<file path="src/rtl/wordle_pkg.sv">
// rtl/wordle_pkg.sv - shared defaults, colour codes and scorer state enum for the wordle guess scorer
package wordle_pkg;

  localparam int WORDLE_NUM_LETTERS = 5;
  localparam int WORDLE_LETTER_W    = 8;

  localparam logic [2:0] COLOR_GREEN  = 3'b010;
  localparam logic [2:0] COLOR_YELLOW = 3'b110;
  localparam logic [2:0] COLOR_WHITE  = 3'b111;
  localparam logic [2:0] COLOR_BLANK  = 3'b000;

  typedef enum logic [1:0] {
    IDLE,
    GREEN,
    YELLOW,
    DONE
  } scorer_state_t;

endpackage

</file>
<file path="src/rtl/wordle_guess_scorer_if.sv">
// rtl/wordle_guess_scorer_if.sv - request/result bundle between a game controller and the guess scorer
interface wordle_guess_scorer_if #(
  parameter int NUM_LETTERS = 5,
  parameter int LETTER_W    = 8
);
  logic                            start;
  logic [NUM_LETTERS*LETTER_W-1:0] guess;
  logic [NUM_LETTERS*LETTER_W-1:0] answer;
  logic                            busy;
  logic                            done;
  logic [NUM_LETTERS*3-1:0]        colors;
  logic                            win;

  modport master (
    output start, guess, answer,
    input  busy, done, colors, win
  );

  modport slave (
    input  start, guess, answer,
    output busy, done, colors, win
  );
endinterface

</file>
<file path="src/rtl/wordle_letter_match.sv">
// rtl/wordle_letter_match.sv - finds the lowest-index unused answer position holding a given letter
module wordle_letter_match
  import wordle_pkg::*;
#(
  parameter int NUM_LETTERS = WORDLE_NUM_LETTERS,
  parameter int LETTER_W    = WORDLE_LETTER_W
) (
  input  logic [LETTER_W-1:0]             letter,
  input  logic [NUM_LETTERS*LETTER_W-1:0] answer,
  input  logic [NUM_LETTERS-1:0]          used,
  output logic                            found,
  output logic [NUM_LETTERS-1:0]          position
);

  // Scan from the highest position down so the lowest match is the last one written.
  always_comb begin
    found    = 1'b0;
    position = '0;
    for (int i = NUM_LETTERS - 1; i >= 0; i--) begin
      if (!used[i] && (answer[(NUM_LETTERS-1-i)*LETTER_W +: LETTER_W] == letter)) begin
        found       = 1'b1;
        position    = '0;
        position[i] = 1'b1;
      end
    end
  end

endmodule

</file>
<file path="src/rtl/wordle_guess_scorer.sv">
// rtl/wordle_guess_scorer.sv - sequential wordle scorer: green pass, then yellow/white pass, one letter per cycle
// Optional build macro WORDLE_SCORER_DUP_EN enables duplicate-aware yellow scoring.
module wordle_guess_scorer
  import wordle_pkg::*;
#(
  parameter int NUM_LETTERS = WORDLE_NUM_LETTERS,
  parameter int LETTER_W    = WORDLE_LETTER_W
) (
  input  logic                  Clk,
  input  logic                  reset,
  wordle_guess_scorer_if.slave  bus
);

  localparam int IDX_W = (NUM_LETTERS > 1) ? $clog2(NUM_LETTERS) : 1;
  localparam logic [IDX_W-1:0] LAST_IDX = IDX_W'(NUM_LETTERS - 1);

  scorer_state_t                   state;
  logic [IDX_W-1:0]                idx;
  logic [NUM_LETTERS*LETTER_W-1:0] guess_q;
  logic [NUM_LETTERS*LETTER_W-1:0] answer_q;
  logic [2:0]                      color_q [NUM_LETTERS];
  logic                            busy_q;
  logic                            done_q;
  logic                            win_q;

  logic [LETTER_W-1:0]             guess_l  [NUM_LETTERS];
  logic [LETTER_W-1:0]             answer_l [NUM_LETTERS];
  logic [NUM_LETTERS*3-1:0]        colors_flat;
  logic                            all_green;
  logic [NUM_LETTERS-1:0]          used_mask;
  logic                            match_found;
  logic [NUM_LETTERS-1:0]          match_onehot;

`ifdef WORDLE_SCORER_DUP_EN
  logic [NUM_LETTERS-1:0]          used_q;
  assign used_mask = used_q;
`else
  // Without duplicate handling any occurrence of the letter counts, so the matcher sees nothing used.
  logic                            unused_onehot;
  assign used_mask     = '0;
  assign unused_onehot = ^match_onehot;
`endif

  for (genvar i = 0; i < NUM_LETTERS; i++) begin : g_letter
    assign guess_l[i]  = guess_q[(NUM_LETTERS-1-i)*LETTER_W +: LETTER_W];
    assign answer_l[i] = answer_q[(NUM_LETTERS-1-i)*LETTER_W +: LETTER_W];
  end

  always_comb begin
    colors_flat = '0;
    all_green   = 1'b1;
    for (int i = 0; i < NUM_LETTERS; i++) begin
      colors_flat[(NUM_LETTERS-1-i)*3 +: 3] = color_q[i];
      if (color_q[i] != COLOR_GREEN) all_green = 1'b0;
    end
  end

  wordle_letter_match #(
    .NUM_LETTERS (NUM_LETTERS),
    .LETTER_W    (LETTER_W)
  ) u_match (
    .letter   (guess_l[idx]),
    .answer   (answer_q),
    .used     (used_mask),
    .found    (match_found),
    .position (match_onehot)
  );

  always_ff @(posedge Clk or negedge reset) begin
    if (!reset) begin
      state    <= IDLE;
      idx      <= '0;
      guess_q  <= '0;
      answer_q <= '0;
      for (int i = 0; i < NUM_LETTERS; i++) color_q[i] <= COLOR_BLANK;
`ifdef WORDLE_SCORER_DUP_EN
      used_q   <= '0;
`endif
      busy_q   <= 1'b0;
      done_q   <= 1'b0;
      win_q    <= 1'b0;
    end else begin
      done_q <= 1'b0;
      case (state)
        IDLE: begin
          if (bus.start) begin
            guess_q  <= bus.guess;
            answer_q <= bus.answer;
            for (int i = 0; i < NUM_LETTERS; i++) color_q[i] <= COLOR_BLANK;
`ifdef WORDLE_SCORER_DUP_EN
            used_q   <= '0;
`endif
            win_q    <= 1'b0;
            idx      <= '0;
            busy_q   <= 1'b1;
            state    <= GREEN;
          end
        end
        GREEN: begin
          if (guess_l[idx] == answer_l[idx]) begin
            color_q[idx] <= COLOR_GREEN;
`ifdef WORDLE_SCORER_DUP_EN
            used_q[idx]  <= 1'b1;
`endif
          end
          if (idx == LAST_IDX) begin
            idx   <= '0;
            state <= YELLOW;
          end else begin
            idx <= idx + 1'b1;
          end
        end
        YELLOW: begin
          if (color_q[idx] != COLOR_GREEN) begin
            if (match_found) begin
              color_q[idx] <= COLOR_YELLOW;
`ifdef WORDLE_SCORER_DUP_EN
              used_q       <= used_q | match_onehot;
`endif
            end else begin
              color_q[idx] <= COLOR_WHITE;
            end
          end
          if (idx == LAST_IDX) begin
            idx   <= '0;
            state <= DONE;
          end else begin
            idx <= idx + 1'b1;
          end
        end
        DONE: begin
          done_q <= 1'b1;
          win_q  <= all_green;
          busy_q <= 1'b0;
          state  <= IDLE;
        end
        default: state <= IDLE;
      endcase
    end
  end

  assign bus.busy   = busy_q;
  assign bus.done   = done_q;
  assign bus.colors = colors_flat;
  assign bus.win    = win_q;

endmodule

</file>
<file path="src/flat_wrapper.sv">
// flat-port wrapper written by rule: the top's interface ports become plain ports
module wordle_guess_scorer_flat import wordle_pkg::*;
#(
  parameter int NUM_LETTERS = WORDLE_NUM_LETTERS,
  parameter int LETTER_W    = WORDLE_LETTER_W
)
  (Clk, reset, bus_start, bus_guess, bus_answer, bus_busy, bus_done, bus_colors, bus_win);
  wordle_guess_scorer_if #(.NUM_LETTERS(NUM_LETTERS), .LETTER_W(LETTER_W)) bus_i ();
  input  logic Clk;
  input  logic reset;
  input wire logic [$bits(bus_i.start)-1:0] bus_start;
  input wire logic [$bits(bus_i.guess)-1:0] bus_guess;
  input wire logic [$bits(bus_i.answer)-1:0] bus_answer;
  output wire logic [$bits(bus_i.busy)-1:0] bus_busy;
  output wire logic [$bits(bus_i.done)-1:0] bus_done;
  output wire logic [$bits(bus_i.colors)-1:0] bus_colors;
  output wire logic [$bits(bus_i.win)-1:0] bus_win;
  assign bus_i.start = bus_start;
  assign bus_i.guess = bus_guess;
  assign bus_i.answer = bus_answer;
  assign bus_busy = bus_i.busy;
  assign bus_done = bus_i.done;
  assign bus_colors = bus_i.colors;
  assign bus_win = bus_i.win;
  wordle_guess_scorer #(.NUM_LETTERS(NUM_LETTERS), .LETTER_W(LETTER_W)) u_core (.Clk(Clk), .reset(reset), .bus(bus_i));
endmodule
</file>
<file path="config.mk">
export PLATFORM = sky130hd
export DESIGN_NAME = wordle_guess_scorer_flat
export DESIGN_NICKNAME = d
export VERILOG_FILES = /design/src/rtl/wordle_pkg.sv /design/src/rtl/wordle_guess_scorer_if.sv /design/src/rtl/wordle_letter_match.sv /design/src/rtl/wordle_guess_scorer.sv /design/src/flat_wrapper.sv
export SDC_FILE = /design/constraint.sdc
export NUM_CORES = 1
export LEC_CHECK = 0
export ABC_AREA = 1
export CORE_UTILIZATION = 40
export DETAILED_ROUTE_END_ITERATION = 16
export MAX_ROUTING_LAYER = met4
export PLACE_DENSITY = 0.72
export SKIP_CTS_REPAIR_TIMING = 1
export SYNTH_ARGS = -nofsm -noshare
export SYNTH_HDL_FRONTEND = slang
export SYNTH_SLANG_ARGS = --single-unit
</file>
<file path="constraint.sdc">
create_clock -name Clk -period 6.4 [get_ports Clk]
set_input_delay 1.92 -clock Clk [delete_from_list [all_inputs] [get_ports Clk]]
set_output_delay 1.92 -clock Clk [all_outputs]
set_load 0.02 [all_outputs]
</file>
== Word-level counts from Yosys, hierarchy flattened ==
Index checks and enable logic that the tools add are counted.
Word-level totals
  register bits: 103
  bits of input ports: 83
  output and inout bits: 18
  logic and storage cells: 93
Cells by class
  $add $sub $neg: 1
  $lt $le $gt $ge: 2
  equality and inequality tests: 21
  multiplexer cells: 38
  bitwise operators: 8
  reduce and logical (&&, ||, !) cells: 11
Operators by type and width (number)
  $mux 15: 4
  $bmux 8 s3: 2
  $eq 8x8->1: 6
  $pmux 15 s3: 1
  $mux 8: 4
  $ne 3x2->1 const B: 6
  $mux 3: 5
  $or 15x15->15: 1
  $mux 1: 13
  $and 10x10->10: 1
  $not 10->10: 1
  $or 10x10->10: 1
  $bmux 3 s3: 1
  $demux 3 s3: 1
  $ne 2x1->1 const B: 4
  $pmux 2 s4: 1
  $mux 2: 3
  $pmux 3 s2: 1
  $reduce_and 2->1: 3
  $and 5x5->5: 1
  $not 5->5: 1
  $or 5x5->5: 1
  $eq 2x2->1 const B: 2
  $ge 4x4->1 const B: 1
  other kinds (14): 16

== Depth between registers and ports, before layout ==
Gate-level depths: netlist (run 1).
  depth in word-level cells: 13
  gate-level depth with buffers: 19
  mapped depth without buffers: 18

== By module ==
A second synthesis (run 1) with hierarchy kept.
Second synthesis, totals
  cells, all modules: 921
  area, all modules: 6155.9 um^2
By module, submodules not included
  wordle_guess_scorer: times used 1, cells an instance 765, area an instance 5442.7 um^2, seq. area each 2577.5 um^2
  wordle_letter_match: times used 1, cells an instance 156, area an instance 713.2 um^2, seq. area each 0.0 um^2

== Worst setup path before layout (run 1) ==
OpenSTA, ideal clock, no wires.
  path type: input port to flip-flop
  start point: input port bus_start
  end point: register u_core.answer_q[13] (netlist: u_core.answer_l[13])
  setup time: 0.083 ns
  arrival time: 2.818 ns
  data required time: 6.317 ns
  slack: 3.499 ns
  stages on the path: 6
  buffers on the path: 2
  cells stage by stage: nand2_1 > inv_1 > clkbuf_1 > clkbuf_1 > nand2_1 > o21ai_0
On the way
  cells in the longest elaborated chain, start to end: 1
RTL lines
  start, declared: line flat_wrapper.sv:11  | input wire logic [$bits(bus_i.start)-1:0] bus_start;
  $reduce_and 2->1 (no source line)
  end signal, assigned: line wordle_guess_scorer.sv:88  | answer_q <= bus.answer;
  end, declared: line wordle_guess_scorer.sv:20  | logic [NUM_LETTERS*LETTER_W-1:0] answer_q;
No other way between the ends.
A chain may end at the register's enable or synchronous reset.

== Worst setup path in the final report (run 1) ==
  start point: input port bus_start
  end point: register u_core.answer_q[21] (netlist: u_core.answer_l[21])
Same word-level chain as after synthesis.

==> results.md, run 1 <==
- The worst register-to-register path begins at u_core.idx[1]$_DFFE_PN0P_.
- Setup repair after global routing left no endpoint under its margin.
- The root buffer cell chosen for the clock tree is clkbuf_16.
- The average routed wire per standard cell is 15.01 um.
- The maximum buffer depth of the clock tree is 2.
- In the routed design, unresolved DRC markers number 0.
- The aggregate negative setup slack is 0 ns.
- For flop-to-flop paths, the worst setup slack is 3.10 ns.
- The synthesized design contains 0 enable-type register cells.
- The slew at the pin closest to its max-slew limit is 0.8729 ns.
- The clock sink total is 103.
- The total CTS buffers is 9.
- Summed over all cells, the static leakage comes to 3.520 nW.
- The internal power is 2.003 mW.
- The floorplan step set the die width to 123.2 um.
- The number of slew-limit violations in the final report was 0.
- The initial antenna violation count is 0.
- Global routing used 24.08% of the available tracks.
- The terminus of the critical flop-to-flop path is u_core.bus.colors[3]$_DFFE_PN0P_.
- The detailed router finished its first iteration with 463 violations.
- The residual overflow from global routing is 0.
- The via count of the first global-routing pass is 5151.
- The number of distinct standard cells referenced by the synthesized netlist is 36.
- The final-report hold violation count is 0.
- The number of standard cells in the layout, taps in and fillers out is 1096.
- The worst setup path startpoint is bus_start.
- For this design, the slowest cell found on the critical path is clkinv_2.
- The fraction of final layout cells with drive strength greater than 1 is 5.568%.
- The post-synthesis area per instance is 7.099 um2.
- The largest vdd supply drop is 0.0002338 V.
- The start point of the worst hold path is u_core.guess_l[15]$_DFFE_PN0P_.
- The final antenna-violating net count is 0.
- The clock tree synthesis step divided the H-tree into 3 levels.
- The core region is 0.01410 mm2.
- In this run the tightest slew margin relative to its limit is 41.81%.
- The peak clock frequency supported by timing is 273.2 MHz.
- After detailed routing, the total wire length is 16460 um.
- The launching element type of the critical path is an input pin.
- The ratio of final minimum period to clock period is 57.20%.
- The critical path contains buffers and inverters numbering 4 combined.
- The kind of cell with the highest combined delay on the critical path is buffers and inverters.
- Sorting the synthesized cells by area gives the leading types as dfrtp_1, nand2_1, o21ai_0, inv_1, nor2_1.
- The flow ran to the end, and the final reports show no timing, DRC or antenna violations.
- After detailed routing, the number of vias per cell comes to 5.081.
- The initial standard-cell utilization of the core is 41.70%.
- The first global-routing pass estimated 26650 um of wire.
- Counting instances, the worst hold path has a depth of 2.
- Combinational logic burns 54.4% of the power.
- The number of vias in the routed layout is 5569.
- The pin count of the biggest net entering global routing is 96.
- Synthesis produced 828 cells.
- The layout net count is 1002.
- In this run the power spent charging and discharging nets is 1.856 mW.
- The repair_antennas step left the layout with diodes totalling 0.
- The type of the worst min-delay path is register to register.
- Yosys printed 0 warnings.
- The end of the worst hold path is u_core.guess_l[15]$_DFFE_PN0P_.
- The number of placed instances, taps included is 1082.
- The most repeated library cell on the critical path is nand2_1.
- Measured along the y axis, the die boundary spans 123.2 um.
- The number of setup violations in the final report is 0.
- The floorplan step defined a die boundary enclosing 0.01518 mm2.
- The weighted congestion reported at the end of routability-driven placement is 0.9431.
- The power share of the sequential group is 30.5%.
- After synthesis the netlist holds a flip-flop and latch count of 103.
- The area added between synthesis and finish is 24.22%.
- Data on the critical path arrives at its endpoint at 3.89 ns.
- The share of async-settable or async-resettable flops after synthesis is 100.0%.
- STA puts the critical path data required time at 6.63 ns.
- Once detailed placement completed, the half-perimeter wirelength came to 11900 um.
- Clock skew on the completed layout was measured at 0.008834 ns.
- The number of I/O port buffers is 100.
- The first detailed-routing pass ran for 5 iterations.
- In this run the power density over the cells is 528.5 mW/mm2.
- For the worst flop-to-flop path, the logic depth is 16.
- The top-level port count is 101.
- The switching power as a share of total power is 48.09%.
- TritonCTS built the clock tree.
- Summed over all instances, the cell type with the most area after synthesis is dfrtp_1.
- The element type at the critical path end is a register.
- The later pin in the worst-skew pair is clocked with a latency of 0.36 ns.
- Across the run, the number of max-cap violations was 0.
- The clock network is responsible for 15.1% of the overall power.
- For this run, the leading register cell type out of synthesis is dfrtp_1.
- The share of synthesized area in the top cell type comes to 43.85%.
- The number of cell rows is 43.
- Traced cell by cell, the critical path runs through clkdlybuf4s50_1 -> nand2_1 -> buf_4 -> clkinv_2 -> buf_12 -> nand2_1 -> o21ai_0.
- Of all nets on the critical path, the largest fanout is 95.
- On the final layout, the worst hold slack is 0.4811 ns.
- The shortest period the worst path allows is 3.661 ns.
- The sequential element share of the synthesized area is 43.85%.
- The largest single stage delay on the critical path is 0.51 ns.
- The area of the mapped netlist is 0.005878 mm2.
- The clock transition at the registers of the reported paths is 0.07 ns.
- The worst setup path category is input pin to register.
- The synthesized netlist net count is 917.
through the flow:
stage	area (um2)	setup WS (ns)	util (%)	power (mW)
finish	7302	2.739	51.80	3.859
global route	7302	2.539	51.80	4.190
CTS	7302	2.754	51.80	3.858
detailed placement	6992	2.378	49.60	3.251
global placement	6992	2.457	49.60	3.219
floorplan	5878	3.499	-	2.682
Yosys cell counts (all sizes together) (3+ instances only):
library cell / n
ha: 6
dfrtp: 103
a22oi: 3
nor2: 86
xor2: 9
a21oi: 8
nand3: 42
xnor2: 9
clkbuf: 20
o21ai: 84
o221ai: 5
o22ai: 6
inv: 91
buf: 10
nand4: 15
nand2: 320
layer usage:
metal / global-route usage [%] / vias to the layer above / wire length [um]
met5: - / - / 0
met4: 8.434 / 0 / 310
met3: 4.751 / 25 / 1195
met2: 35.58 / 212 / 7381
met1: 32.91 / 2573 / 7568
li1: - / 2759 / -
cell type report:
type	instances	area [um2]
Clock buffer	9	225.2
Inverter	93	352.8
Sequential cell	103	2577
Fill cell	1422	6794
Clock inverter	5	85.08
Timing Repair Buffer	104	1041
Tap cell	180	225.2
Multi-Input combinational cell	602	2795
placed cells by master (no fill, tap or decap), types with 2 or more instances in the layout:
| cell type | instances |
|---|---|
| clkinv_1 | 2 |
| ha_1 | 6 |
| nor2_1 | 73 |
| o221ai_1 | 5 |
| clkinv_4 | 2 |
| nor2_2 | 7 |
| clkbuf_16 | 9 |
| or2_2 | 2 |
| clkdlybuf4s50_1 | 99 |
| bufinv_16 | 2 |
| xor2_1 | 9 |
| nand2_1 | 316 |
| inv_2 | 9 |
| nand4_1 | 15 |
| o21ai_0 | 70 |
| inv_1 | 80 |
| nand3_1 | 40 |
| nor3_1 | 2 |
| o21ai_1 | 14 |
| nor2_4 | 5 |
| nand2_2 | 3 |
| a21oi_1 | 8 |
| o22ai_1 | 6 |
| a22oi_1 | 3 |
| xnor2_1 | 9 |
| buf_4 | 4 |
| dfrtp_1 | 103 |
power groups by stage:
stage	Clock [mW]	Sequential (mW)	Combinational, mW
6_report	0.584	1.18	2.10
3_5_place_dp	0	1.18	2.07
5_1_grt	0.622	1.22	2.35
4_1_cts	0.597	1.17	2.09
3_3_place_gp	0	1.18	2.04
2_1_floorplan	0	1.13	1.55
cell families after synthesis:
logic type | Yosys count | share of synthesized area (%)
flip-flops | 103 | 43.85
AO/OA/AOI/OAI | 108 | 9.898
XOR/XNOR | 18 | 2.682
buffers and inverters | 123 | 8.599
multiplexers | 1 | 0.1703
adder cells (fa/ha/maj) | 6 | 1.277
AND/OR/NAND/NOR | 469 | 33.52
state kept, by name, indices dropped and copies added (netlist names):
register           cells
u_core.answer_l       40
u_core.guess_l        40
u_core.bus.colors     15
u_core.idx             3
u_core.state           2
u_core.bus.busy        1
u_core.bus.done        1
u_core.bus.win         1
worst register-to-register path, delay by kind of cell, from the launching register on:
| family | cells | cell delay (ns) |
|---|---|---|
| flip-flops | 1 | 0.92 |
| buffers and inverters | 1 | 0.03 |
| AND/OR/NAND/NOR | 15 | 2.30 |
worst max path at each step:
stage               cells after the start  slack (ns)                               to
floorplan                               6        3.50  u_core.answer_l[13]$_DFFE_PN0P_
global placement                        7        2.46  u_core.answer_l[21]$_DFFE_PN0P_
detailed placement                      6        2.38  u_core.answer_l[24]$_DFFE_PN0P_
CTS                                     7        2.75  u_core.answer_l[38]$_DFFE_PN0P_
global route                            6        2.54  u_core.answer_l[38]$_DFFE_PN0P_
finish                                  7        2.74  u_core.answer_l[21]$_DFFE_PN0P_
Note: power is estimated with default switching activity, not from simulation.
==> run 2, diff against run 1 <==
==> constraint.sdc (replaced) <==
create_clock -name Clk -period 3.4 [get_ports Clk]
set_input_delay 1.02 -clock Clk [delete_from_list [all_inputs] [get_ports Clk]]
set_output_delay 1.02 -clock Clk [all_outputs]
set_load 0.02 [all_outputs]
==> run 2 against run 1 <==
Net effect: sequential cell count did not move; critical path type is now register to register; worst setup slack got worse by 2.5 ns; die area did not move; largest cell class unchanged; clock skew is 0.00085 ns higher; global-route usage rose by 0.61 points.
==> results.md, run 2 (same netlist as run 1, synthesis figures left out) <==
- The flow ran to the end, and the final reports show no timing, DRC or antenna violations.
- The clock drives 103 sinks.
- The number of buffer and inverter instances along the worst setup path is 1.
- For this run, design rule violations remaining after detail routing come to 0.
- The pin count of the biggest net entering global routing is 56.
- Detailed routing inserted a total of 5636 vias.
- The worst hold path belongs to the class register to register.
- The required arrival time at the worst endpoint is 3.70 ns.
- The top-level port count is 101.
- The count of routing violations after the opening detailed-route iteration is 589.
- The share of the core filled with cells is 52.24%.
- The signal arrival time at the worst endpoint is 3.44 ns.
- After global routing, the most crowded layer is met2.
- The element type at the critical path end is a register.
- The vertical extent of the die is 123.2 um.
- The wire length of the first global-routing pass is 27050 um.
- The reg2reg setup slack is 0.26 ns.
- The cell with the biggest individual delay on the critical path is dfrtp_1.
- The final antenna diode count is 0.
- The number of slew-limit violations in the final report is 0.
- Cells with a size suffix above 1 make up 6.067% of the layout.
- For this run, the post-layout net count is 1008.
- Clock skew on the completed layout was measured at 0.009680 ns.
- The largest vdd supply drop is 0.0004651 V.
- Measured against its own limit, the worst slew margin works out to 48.33%.
- The final antenna-violating net count is 0.
- Dividing the final minimum period by the clock period gives 92.40%.
- At the end of routability-driven placement, the weighted congestion stood at 0.9530.
- The worst setup path startpoint is u_core.idx[1]$_DFFE_PN0P_.
- The residual overflow from global routing is 0.
- For met3 alone, demand over resource in global routing was 5.074%.
- The CTS H-tree depth is 3.
- The total power divided by cell area is 1012 mW/mm2.
- Setup violations remaining at the end of the flow were counted as 0.
- The number of iterations in the first detailed-routing pass is 5.
- In the final timing run, aggregate negative setup slack is 0 ns.
- The filler cells instantiated in the layout total 1362.
- The max-capacitance violation count is 0.
- For this run, the top clock speed supported by timing is 318.3 MHz.
- The average routed wire per standard cell is 15.58 um.
- The count of cells along the worst register-to-register path is 16.
- The critical path goes through nand2_1 -> nor2_2 -> nand2_1 -> nand2_2 -> inv_2 -> nand2_1 -> nand2_1 -> nand2_1 -> nand2_1 -> nor2_1 -> nand2_1 -> nand2_1 -> nand2_2 -> nor2_4 -> nand2_1 -> nand2_1.
- The die covers 0.01518 mm2.
- The launching element type of the critical path is a register.
- The floorplan step defined a core boundary enclosing 0.01410 mm2.
- Grouping stages by cell kind, the critical path spends the most delay in simple AND/OR/NAND/NOR gates.
- The logic depth of the worst setup path including buffers is 16.
- TritonCTS built the clock tree.
- The post-detailed-routing wire length is 17190 um.
- The tree is rooted in a clkbuf_16.
- The initial antenna violation count is 0.
- Once the floorplan was initialized, standard cells occupied 41.70% of the core.
- The clock transition at the registers of the reported paths is 0.07 ns.
- The most frequent standard cell in the layout excluding fill and tap cells is nand2_1.
- The via count of the first global-routing pass is 5216.
- For this design the static power due to leakage is 3.557 nW.
- For this run, global-route usage on met1 was measured as 34.04%.
- The total CTS buffers is 9.
- The largest single stage delay on the critical path is 0.85 ns.
- The number of cell rows is 43.
- Of all nets on the critical path, the largest fanout is 24.
- Summed over all nets, the half-perimeter wirelength after detailed placement is 12330 um.
- The number of I/O port buffers is 100.
- The post-route total power is 7.451 mW.
- The maximum buffer depth of the clock tree is 2.
- Leaving out fill and tap cells, the most frequent cells in the layout are nand2_1, dfrtp_1, clkdlybuf4s50_1.
- For this run, global-route usage on met2 was measured as 35.58%.
- The ratio of routed vias to standard cells is 5.110.
- The terminus of the critical flop-to-flop path is u_core.bus.colors[0]$_DFFE_PN0P_.
- The end point of the critical path is u_core.bus.colors[0]$_DFFE_PN0P_.
- The most repeated library cell on the critical path is nand2_1.
- The horizontal extent of the die is 123.2 um.
- In this run the critical register-to-register path is launched from u_core.idx[1]$_DFFE_PN0P_.
- The source-to-sink clock delay at the later pin of the worst-skew pair is 0.36 ns.
- At the pin with the least slew margin, the transition time is 0.7751 ns.
- The area added between synthesis and finish is 25.27%.
- The total global routing track utilization is 24.69%.
- The final-report hold violation count came to 0.
- Setup repair after global routing left no endpoint under its margin.
- The critical path is of the register to register type.
- The shortest period the worst path allows is 3.142 ns.
run 2: cell types whose count changed in the layout (fill, tap and decap cells not counted), sizes merged:
cell	delta
clkbuf	+3
clkinv	-2
buf	+6
run 2: routing by layer:
| metal | up-vias | share of wire, % |
|---|---|---|
| met4 | 0 | 2.7 |
| met3 | 38 | 7.9 |
| met1 | 2562 | 46 |
| met2 | 255 | 43 |
| li1 | 2781 | - |
| met5 | - | 0 |
run 2: how the worst min path moves through the flow:
stage / slack [ns] / endpoint / depth (start not counted) / from
CTS: 0.49 / u_core.guess_l[3]$_DFFE_PN0P_ / 2 / u_core.guess_l[3]$_DFFE_PN0P_
finish: 0.49 / u_core.guess_l[10]$_DFFE_PN0P_ / 2 / u_core.guess_l[10]$_DFFE_PN0P_
detailed placement: 0.47 / u_core.guess_l[3]$_DFFE_PN0P_ / 2 / u_core.guess_l[3]$_DFFE_PN0P_
global route: 0.51 / u_core.guess_l[3]$_DFFE_PN0P_ / 2 / u_core.guess_l[3]$_DFFE_PN0P_
floorplan: 0.45 / u_core.guess_l[10]$_DFFE_PN0P_ / 2 / u_core.guess_l[10]$_DFFE_PN0P_
global placement: 0.47 / u_core.guess_l[15]$_DFFE_PN0P_ / 2 / u_core.guess_l[15]$_DFFE_PN0P_
run 2: power by group:
group	switching [mW]	total [mW]	internal, mW
Clock	0.476	1.14	0.662
Combinational	2.68	4.07	1.39
Sequential	0.471	2.25	1.78
Total	3.63	7.45	3.83
run 2: stage by stage:
step	std cells	setup WS, ns	area (um2)	hold WS (ns)
2_1_floorplan	828	1.359	5878	0.4489
3_3_place_gp	1088	0.4548	7049	0.4683
3_5_place_dp	1088	0.3608	7049	0.4714
4_1_cts	1103	0.3215	7363	0.4891
5_1_grt	1103	0.05227	7363	0.5118
6_report	1103	0.2584	7363	0.4871
run 2: cell type report:
type | count | area, um2 | area share (%)
Clock buffer | 12 | 246.5 | 3.347
Clock inverter | 3 | 67.56 | 0.9176
Inverter | 93 | 352.8 | 4.792
Multi-Input combinational cell | 602 | 2795 | 37.96
Sequential cell | 103 | 2577 | 35.00
Tap cell | 180 | 225.2 | 3.059
Timing Repair Buffer | 110 | 1099 | 14.92
run 2: tightest hold or removal path, cell delays in order (launching register included):
cell and delay [ns]:
dfrtp_1 0.35, nand2_1 0.05, nand2_1 0.06
